[config.mk]
export PLATFORM = sky130hd
export DESIGN_NAME = comparer
export DESIGN_NICKNAME = d
export VERILOG_FILES = /design/src/rtl/comparer_pkg.sv /design/src/rtl/comparer_slice.sv /design/src/rtl/comparer.sv
export SDC_FILE = /design/constraint.sdc
export NUM_CORES = 1
export LEC_CHECK = 0
export CORE_MARGIN = 1.5
export CORE_UTILIZATION = 44
export CTS_BUF_LIST = sky130_fd_sc_hd__clkbuf_8 sky130_fd_sc_hd__clkbuf_16
export DETAILED_ROUTE_END_ITERATION = 10
export PLACE_DENSITY = 0.77
export SYNTH_ARGS = -nofsm -noshare
export SYNTH_HDL_FRONTEND = slang
export SYNTH_SLANG_ARGS = --single-unit
export TNS_END_PERCENT = 5
[constraint.sdc]
create_clock -name clk -period 2.3 [get_ports clk]
set_clock_uncertainty 0.15 [all_clocks]
set_input_delay 0.345 -clock clk [delete_from_list [all_inputs] [get_ports clk]]
set_output_delay 0.345 -clock clk [all_outputs]
set_load 0.1 [all_outputs]
[src/rtl/comparer_pkg.sv]
// Shared result encodings and sizing helpers for the comparer magnitude tree.
package comparer_pkg;

  typedef enum logic [2:0] {
    CMP_EQ = 3'b001,
    CMP_LT = 3'b010,
    CMP_GT = 3'b100
  } cmp_res_e;

  localparam logic [15:0] EQ_CNT_MAX = 16'hFFFF;

  // Leaf count of the reduction tree: next power of two at or above n.
  function automatic int tree_pad(input int n);
    return 1 << $clog2(n);
  endfunction

endpackage

[src/rtl/comparer_slice.sv]
// One node of the magnitude-compare tree: merges the gt/lt flags of a high and
// a low group, with the high group deciding whenever it is not equal.
module comparer_slice (
  input  logic gt_hi,
  input  logic lt_hi,
  input  logic gt_lo,
  input  logic lt_lo,
  output logic gt,
  output logic lt
);

  assign gt = gt_hi | (~lt_hi & gt_lo);
  assign lt = lt_hi | (~gt_hi & lt_lo);

endmodule

[src/rtl/comparer.sv]
// Magnitude comparer: one-hot combinational result from a slice tree, plus a
// registered copy and a saturating count of equality edges.
module comparer
  import comparer_pkg::*;
#(
  parameter int WIDTH      = 8,
  parameter bit SIGNED_CMP = 1'b0
) (
  output logic [2:0]       f,
  input  logic [WIDTH-1:0] a,
  input  logic [WIDTH-1:0] b,
  input  logic             clk,
  input  logic             rst_n,
  output logic [2:0]       f_q,
  output logic [15:0]      eq_cnt
);

  localparam int LO_W = WIDTH - 1;
  localparam int PAD  = tree_pad(LO_W);

  // Heap-ordered tree over bits [WIDTH-2:0]; node i has children 2i (high) and 2i+1 (low).
  logic [2*PAD-1:1] node_gt_s;
  logic [2*PAD-1:1] node_lt_s;
  logic             msb_gt_s;
  logic             msb_lt_s;
  logic             gt_s;
  logic             lt_s;
  cmp_res_e         f_s;
  cmp_res_e         f_q_r;
  logic [15:0]      eq_cnt_r;

  generate
    for (genvar k = 0; k < PAD; k++) begin : g_leaf
      localparam int BIT = PAD - 1 - k;
      if (BIT < LO_W) begin : g_bit
        assign node_gt_s[PAD+k] = a[BIT] & ~b[BIT];
        assign node_lt_s[PAD+k] = ~a[BIT] & b[BIT];
      end else begin : g_pad
        assign node_gt_s[PAD+k] = 1'b0;
        assign node_lt_s[PAD+k] = 1'b0;
      end
    end

    for (genvar i = 1; i < PAD; i++) begin : g_node
      comparer_slice u_slice (
        .gt_hi (node_gt_s[2*i]),
        .lt_hi (node_lt_s[2*i]),
        .gt_lo (node_gt_s[2*i+1]),
        .lt_lo (node_lt_s[2*i+1]),
        .gt    (node_gt_s[i]),
        .lt    (node_lt_s[i])
      );
    end
  endgenerate

  // A set sign bit means the smaller value, so signed mode swaps the MSB roles.
  assign msb_gt_s = SIGNED_CMP ? (~a[WIDTH-1] & b[WIDTH-1]) : (a[WIDTH-1] & ~b[WIDTH-1]);
  assign msb_lt_s = SIGNED_CMP ? (a[WIDTH-1] & ~b[WIDTH-1]) : (~a[WIDTH-1] & b[WIDTH-1]);

  comparer_slice u_top (
    .gt_hi (msb_gt_s),
    .lt_hi (msb_lt_s),
    .gt_lo (node_gt_s[1]),
    .lt_lo (node_lt_s[1]),
    .gt    (gt_s),
    .lt    (lt_s)
  );

  // Encode the tree flags into the one-hot result.
  always_comb begin
    f_s = CMP_EQ;
    if (gt_s) begin
      f_s = CMP_GT;
    end else if (lt_s) begin
      f_s = CMP_LT;
    end else begin
      f_s = CMP_EQ;
    end
  end

  assign f = f_s;

  // Registered result and saturating equality counter.
  always_ff @(posedge clk or negedge rst_n) begin
    if (!rst_n) begin
      f_q_r    <= CMP_EQ;
      eq_cnt_r <= 16'd0;
    end else begin
      f_q_r <= f_s;
      if ((f_s == CMP_EQ) && (eq_cnt_r != EQ_CNT_MAX)) begin
        eq_cnt_r <= eq_cnt_r + 16'd1;
      end else begin
        eq_cnt_r <= eq_cnt_r;
      end
    end
  end

  assign f_q    = f_q_r;
  assign eq_cnt = eq_cnt_r;

endmodule

==> flow_summary.ini <==
[sta]
fin_ws_ns = 0.0527
fin_crit_sh_pct = 97.7
clock.fmax_mhz = 445
setup_viol = 0
fin_crit_ns = 2.25
slew_violations = 0
slew_headroom_pct = 78.2
finalHoldViolations = 0
max_slew.worst_pin.slew_ns = 0.326
rsz0062_at_grt = false

[route]
drtIter0Drc = 18
avgRoutedWirePerCell_um = 14.1
vias = 966
antenna_left = 0
drc = 0
viasPerCell = 5.11
firstDrtPassIters = 4
drt-total-wl_um = 2660

[synthesis]
syn_area_mm2 = 0.00114
yosysSeqAreaShare_pct = 41.7
yosys.area.top_type_share_pct = 39.4
synth_top_area_cell = dfrtp_1
ys_types = 36
synth_cells = 107
synthTopCellsByArea = dfrtp_1 (39%), xnor2_1 (7.7%), maj3_2 (4.9%), nand4_1 (3.8%), xor2_1 (3.8%)
syn_nets = 126
yosysWarnings = 0
ys_ff_latch = 19
async_flop_share_pct = 100
syn_area_per_cell_um2 = 10.7
synthFlopType = dfrtp_1
synth_edf_count = 0

[clock_tree]
numCtsBuffers = 3
cts_tree = yes
clockBufferDepth = 2
cts.clk_slew.worst_paths_ns = 0.07
clock_latency_ns = 0.26
clockRootBuffer = clkbuf_8
clkSinkCount = 19
htreeDepth = 1

[placed_design]
place_area_mm2 = 0.00162
gp_congestion = 0.739
place.port_buffers = 39
dp_worst_setup_slack_ns = -0.286
hpwl_um = 1990

[power_and_ir_drop]
power.density_mw_per_mm2 = 721
p_int_uw = 675
p_clk_share_pct = 18.0
swShare_pct = 45.8
vdd_drop_max_v = 0.000596
p_total_uw = 1250
power_switching_uw = 571
power_frac_comb_pct = 48.1
power.leakage_uw = 0.000832
seqPwrFrac_pct = 33.9

[finish]
n_antenna_cell = 0
fin_area_mm2 = 0.00173
final.fill_count = 194
syn_to_final_growth_pct = 51.1
final_layout_size_suffix_gt1_share_pct = 45.9
final_nets = 179

[critical_path]
crit_arrival_ns = 1.75
cp-start-kind = input port
regToRegSetupSlack_ns = 0.33
crit_fanout = 3
cp-startpoint = a[4]
worstSetupPathType = input port to output pin
cp-end-kind = output pin
rr_startpoint = eq_cnt[7]
rr_endpoint = eq_cnt[15]
reg2reg_depth = 6
critPathRequiredTime_ns = 1.80

[floorplanning]
start_util_pct = 46.2
rows = 18
dieWidth_um = 54.0
die_h_um = 54.0
core-area_mm2 = 0.00248
floorplan.io_pins = 40
dieArea_mm2 = 0.00291

[grt]
grt.total_usage_pct = 20.7
grt_pass1_wl_um = 4230
grt-ovfl-total = 0
antenna_found_initial = 0
grt_max_degree = 20
grt_pass1_vias = 938

[run_status]
outcome = completed

[run]
maxCapViolations = 0

[hold_path]
hp-class = input port to asynchronous set/reset pin
[cell usage in the layout, fill, tap and decap left out, types with 3 or more instances in the layout]
cell	Yosys	layout
buf_4	1	29
dlygate4sd2_1	0	11
xnor2_1	10	10
dfrtp_2	0	9
dfrtp_1	18	9
inv_1	7	7
maj3_2	5	7
nand4_1	7	7
nor2_1	6	6
nand3_1	6	6
xor2_1	5	5
and3_1	4	4
nor2b_1	4	3
nand2_1	3	3
clkbuf_8	0	3
dlymetal6s2s_1	0	3
clkdlybuf4s50_1	0	3
buf_12	0	3
[Yosys cell counts, drive strengths merged (3+ instances only)]
cell    count
nand2       3
o21ai       3
xor2        5
dfrtp      18
xnor2      10
nor2        7
nand4       7
nand2b      4
inv         7
nand3       6
nor2b       5
and3        4
maj3        7
[registers in the layout, summed over array words and instances, names as in the netlist]
signal  cells
f_q         3
eq_cnt     16
[routing by layer]
metal	track usage [%]	vias to the layer above	share of wire (%)
met3	6.11	4	4.6
li1	-	475	-
met5	0	-	0
met4	7.50	0	1.6
met2	34.8	21	51
met1	24.9	466	42
[how the worst max path moves through the flow]
stage	to	depth (start not counted)	slack [ns]
after floorplan	f[1]	5	0.002
after global placement	f[2]	7	-0.24
after detailed placement	f[2]	7	-0.29
after CTS	f[2]	7	0.004
after global routing	f[1]	7	0.002
final	f[0]	7	0.05
[logic make-up after synthesis]
kind of cell	after synthesis	synth area share [%]
DFF	19	41.7
and+or+nand+nor	43	23.2
adders and majority gates	8	7.77
buffers and inverters	10	4.27
AOI/OAI and AO/OA	11	10.3
muxes	1	1.31
xor gates and xnor gates	15	11.5
[critical path, stage by stage]
cell and delay [ns]:
dlygate4sd2_1 0.23, nor2b_1 0.13, maj3_2 0.34, o21ai_4 0.19
o211a_4 0.19, o21a_4 0.15, buf_12 0.17
[power by group through the flow]
stage	logic [µW]	clock network (µW)	registers, µW
after global routing	626	252	426
after detailed placement	586	0	428
after floorplan	166	0	682
after CTS	589	230	422
after global placement	582	0	425
final	599	224	422
[area by class of cell]
| cell class | count | area [µm²] | area share, % |
|---|---|---|---|
| multi-input combinational | 78 | 673 | 39.0 |
| sequential | 19 | 488 | 28.2 |
| timing repair buffer | 50 | 453 | 26.2 |
| clock buffer | 3 | 41.3 | 2.39 |
| tap | 30 | 37.5 | 2.17 |
| inverter | 8 | 31.3 | 1.81 |
| clock inverter | 1 | 3.75 | 0.217 |
[per-stage QoR]
step / instances / hold WS, ns / TNS, ns / utilization (%)
5_1_grt: 189 / 0.299 / 0 / 69.7
2_1_floorplan: 107 / -0.101 / 0 / -
4_1_cts: 189 / 0.294 / 0 / 67.9
6_report: 189 / 0.274 / 0 / 69.7
3_5_place_dp: 184 / 0.321 / -2.46 / 65.5
3_3_place_gp: 184 / 0.313 / -1.79 / 65.5
[timing repair]
action / CTS / global route
setup endpoints to repair: 3 / 3
buffers inserted: 1 / 0
hold buffers: 0 / 0
gates resized for setup: 19 / 10
pin swaps: 8 / 7
No activity file was read; power rests on OpenSTA's default activity.
==> RTL edit 1: new RTL, same flow settings <==
Make the reset (`rst_n`) synchronous in one clocked block.
--- a/src/rtl/comparer.sv
+++ b/src/rtl/comparer.sv
@@ -83,3 +83,3 @@
   // Registered result and saturating equality counter.
-  always_ff @(posedge clk or negedge rst_n) begin
+  always_ff @(posedge clk) begin
     if (!rst_n) begin
Check against the original RTL: differs if rst_n is asserted again (counterexample within 4 cycles, from zero or initial values and one cycle with rst_n low); with rst_n held inactive, the same outputs for 10 cycles.
==> RTL edit 1 against the original RTL <==
- the flow now finishes with violations (setup timing)
- register-to-register slack worse by 0.20 ns
- wire length is 37% higher
- sequential cell count stayed put
- count of clock-buffer cells in the layout stayed put
- area after synthesis is 10% higher
- worst setup slack worse by 0.10 ns
- cell area is 15% higher
- first-iteration DRC count is 110% higher
Power is not compared: it rests on default switching activity, and its combinational part moved more than twofold at a synthesized area within 25%.
==> RTL edit 1: results (changes against the original RTL) <==
Worst Hold Depth -> 2
Final wirelength -> 3650 um (+37%)
WL met3 -> 175 um (+45%)
Post-Synth XOR/XNOR Area -> 0.694% (-11 points)
FILL cells -> 204 (+5.2%)
Worst reg-to-reg setup slack -> 0.13 ns (-0.20 ns)
Worst hold path type -> register to register
GR Util met1 -> 27.7% (+2.7 points)
Post-detail-place hpwl -> 2430 um (+22%)
Largest cells by area after synthesis -> dfxtp_1, mux2i_1, nand2_1, nand2b_1, nor4_2
Synth Flop Type -> dfxtp_1
Cells after Synth -> 154 (+44%)
Status -> finished with violations
Post-DP Area -> 1820 sq um (+12%)
H-tree levels -> 1 (unchanged)
Ys async rst share -> 0% (-100 points)
M2 GR Usage -> 40.9% (+6.1 points)
CP max stage delay -> 0.50 ns (+0.16 ns)
Clock-pin transition on the worst setup and hold timing paths -> 0.07 ns (about the same)
Sequential-to-total area share from yosys stat -> 30.2% (-12 points)
Crit-path leading delay family -> buffers and inverters
FF-to-FF path depth -> 6 (unchanged)
Pin count of the biggest net entering global routing -> 33 (+65%)
Share of layout cells above drive strength 1 -> 46.7% (+0.82 points)
Via count -> 1356 (+40%)
Non-Filler Instances -> 245 (+30%)
Number of global-route vias before repair -> 1341 (+43%)
First-pass GRT wire length -> 5940 um (+40%)
Synth cell count leaders -> nand2_1, dfxtp_1, nand2b_1
Final-report setup violation count -> 2 (+2)
Crit path DAT -> 1.85 ns (+0.10 ns)
Violated checks -> setup timing
P_seq -> 0.331 mW
Mux share of post-synthesis cell area -> 10.3% (+9.0 points)
Relative slew slack -> 76.1% (-2.1 points)
Critical path's slowest cell -> clkdlybuf4s50_1
Syn_nets -> 173 (+37%)
Crit-path max FO -> 2 (-1)
Total track usage -> 23.2% (+2.5 points)
Compound-Gate Fraction of Synth Area -> 8.83% (-1.5 points)
Synth cell types -> 39 (+8.3%)
Sum Neg Setup Slack -> -0.0866 ns (-0.0866 ns)
Synth Area in Adders -> 4.37% (-3.4 points)
M1 wire length -> 1460 um (+30%)
Met3 GRT Util -> 4.15% (-2.0 points)
Initial DRC count -> 38 (+20)
Pre-CTS setup slack -> -0.515 ns (-0.229 ns)
NumNets Final -> 234 (+31%)
Hold WS -> 0.324 ns (+0.0497 ns)
Fin worst setup slack -> -0.0476 ns (-0.100 ns)
Inst Count DP -> 236 (+28%)
## RTL edit 1: worst register-to-register path: stages (launching register included)
cell	delay [ns]
dfxtp_2	0.34
nand3_1	0.16
nor2_2	0.08
a311o_1	0.36
or4_1	0.43
or4_1	0.42
a21boi_1	0.16
## RTL edit 1: path summary, 6_finish.rpt
check	endpoint	startpoint
setup / recovery	f[0]	a[7]
hold / removal	eq_cnt[9]	eq_cnt[9]
setup reg to reg	eq_cnt[15]	eq_cnt[7]
hold reg to reg	eq_cnt[9]	eq_cnt[9]
## RTL edit 1: layout make-up
type                            count  area [sq um]  area share, %
Clock buffer                        3          41.3           2.07
Multi-Input combinational cell    120           912           45.8
Tap cell                           31          38.8           1.95
Timing Repair Buffer               63           551           27.7
Clock inverter                      1          3.75          0.189
Inverter                            8          33.8           1.70
Sequential cell                    19           410           20.6
## RTL edit 1: repair_timing
action,in CTS,in global routing
endpoints found under the setup margin,19,11
buffers inserted,4,1
pin swaps,8,11
gates resized for setup,29,20
==> RTL edit 2: new RTL, same flow settings <==
Without the edit above. Change the parameter `WIDTH` from 8 to 12.
--- a/src/rtl/comparer.sv
+++ b/src/rtl/comparer.sv
@@ -5,3 +5,3 @@
 #(
-  parameter int WIDTH      = 8,
+  parameter int WIDTH      = 12,
   parameter bit SIGNED_CMP = 1'b0
Ports: changed (resized a and b); port bits go from 40 to 48. No check against the original RTL was run, so the function may have changed too.
==> RTL edit 2 against the original RTL <==
- the flow now finishes with violations (setup timing)
- sequential cell count unchanged
- non-clock buffer count grew 21
- area after synthesis grew 8.3%
- synthesized cell count up 18%
- power down 23%
- cell area increased by 19%
- wire length up 21%
- sequential power down 15%
- worst setup slack worse by 0.083 ns
- hold slack lost 0.059 ns
- first-iteration DRC count is 140% higher
- register-to-register slack worse by 0.14 ns
- count of clock-buffer cells in the layout stayed put
- critical path type unchanged
- critical endpoint unchanged
- largest power group unchanged
==> RTL edit 2: results (changes against the original RTL) <==
Status -> finished with violations
NumNets Final -> 227 (+27%)
RePlAce Congestion -> 0.776 (+5.0%)
Post-detail-place hpwl -> 2280 um (+15%)
Hold WS -> 0.215 ns (-0.0592 ns)
P_leak -> 0.972 nW (+17%)
Violated checks -> setup timing
Crit-path leading delay family -> adder cells
Share of layout cells above drive strength 1 -> 61.8% (+16 points)
First-pass GRT wire length -> 5210 um (+23%)
Sequential-to-total area share from yosys stat -> 38.5% (-3.2 points)
Syn_nets -> 153 (+21%)
Synth cell types -> 36 (unchanged)
Final wirelength -> 3210 um (+21%)
FILL cells -> 195 (+0.52%)
Reg-to-reg endpoint -> eq_cnt[7]
# diodes -> 0 (unchanged)
Fin worst setup slack -> -0.0306 ns (-0.0833 ns)
Synth cell count leaders -> dfrtp_1, xor2_1, nand2_1
Vias per std cell -> 5.15 (+0.80%)
Total track usage -> 20.9% (+0.19 points)
Crit path DAT -> 1.84 ns (+0.09 ns)
Number of global-route vias before repair -> 1216 (+30%)
Final-report setup violation count -> 3 (+3)
PortBufs -> 47 (+21%)
Initial antenna violation count -> 0 (unchanged)
Pin count of the biggest net entering global routing -> 13 (-35%)
Relative slew slack -> 73.2% (-5.0 points)
Worst vdd rail ir drop -> 0.000433 V (-27%)
FF-to-FF path depth -> 8 (+2)
Initial DRC count -> 43 (+25)
Largest cells by area after synthesis -> dfrtp_1, xor2_1, maj3_1, nor2b_1, nand2_1
Worst reg-to-reg setup slack -> 0.19 ns (-0.14 ns)
Worst reg2reg startpoint -> eq_cnt[0]
Crit-path max FO -> 2 (-1)
## RTL edit 2: cells by family (layout without fill, tap and decap cells)
family	after synthesis	in the layout	share of synthesized area [%]
xor gates and xnor gates	15	15	10.6
and+or+nand+nor	59	59	30.5
DFF	19	19	38.5
buffers and inverters	10	83	3.94
adders and majority gates	12	12	10.2
AOI/OAI and AO/OA	9	9	4.14
muxes	2	2	2.12
## RTL edit 2: area by class of cell
type                            count  share of cell area (%)
Clock buffer                        3                    2.00
Clock inverter                      1                   0.364
Inverter                            8                    1.45
Multi-Input combinational cell     97                    41.0
Sequential cell                    19                    24.3
Tap cell                           31                    1.88
Timing Repair Buffer               71                    29.0
## RTL edit 2: what timing repair did
| action | CTS | global route |
|---|---|---|
| pin swaps | 22 | 10 |
| gates resized for setup | 73 | 16 |
| buffers inserted | 7 | 1 |
| endpoints found under the setup margin | 19 | 4 |
## RTL edit 2: stage by stage
| step | setup TNS, ns | setup slack (ns) | std cells | instance area [sq um] |
|---|---|---|---|---|
| 3_5_place_dp | -7.35 | -0.470 | 219 | 1890 |
| 2_1_floorplan | -0.294 | -0.118 | 126 | 1290 |
| 5_1_grt | -0.197 | -0.0668 | 230 | 2060 |
| 4_1_cts | -0.0280 | -0.0269 | 229 | 2040 |
| 6_report | -0.0501 | -0.0306 | 230 | 2060 |
| 3_3_place_gp | -6.69 | -0.432 | 219 | 1890 |
## RTL edit 2: how the worst max path moves through the flow
| stage | endpoint | from | slack [ns] | cells after the start |
|---|---|---|---|---|
| floorplan | f[0] | a[6] | -0.12 | 6 |
| global placement | f[0] | b[8] | -0.43 | 8 |
| detailed placement | eq_cnt[12] | b[8] | -0.47 | 8 |
| CTS | f[0] | a[8] | -0.03 | 8 |
| global route | f[0] | a[8] | -0.07 | 8 |
| finish | f[0] | a[8] | -0.03 | 8 |
## RTL edit 2: routing by layer
layer,GRT usage [%],up-vias,share of wire (%)
met1,25.4,565,40
met2,38.3,40,54
met5,0,-,0
met4,6.46,0,1.5
li1,-,574,-
met3,2.09,6,4.5
## RTL edit 2: report_power, final
group,internal (mW),switching [mW],total (mW)
clock,0.122,0.122,0.244
combinational,0.142,0.217,0.359
sequential,0.347,0.0105,0.357
total,0.611,0.349,0.960
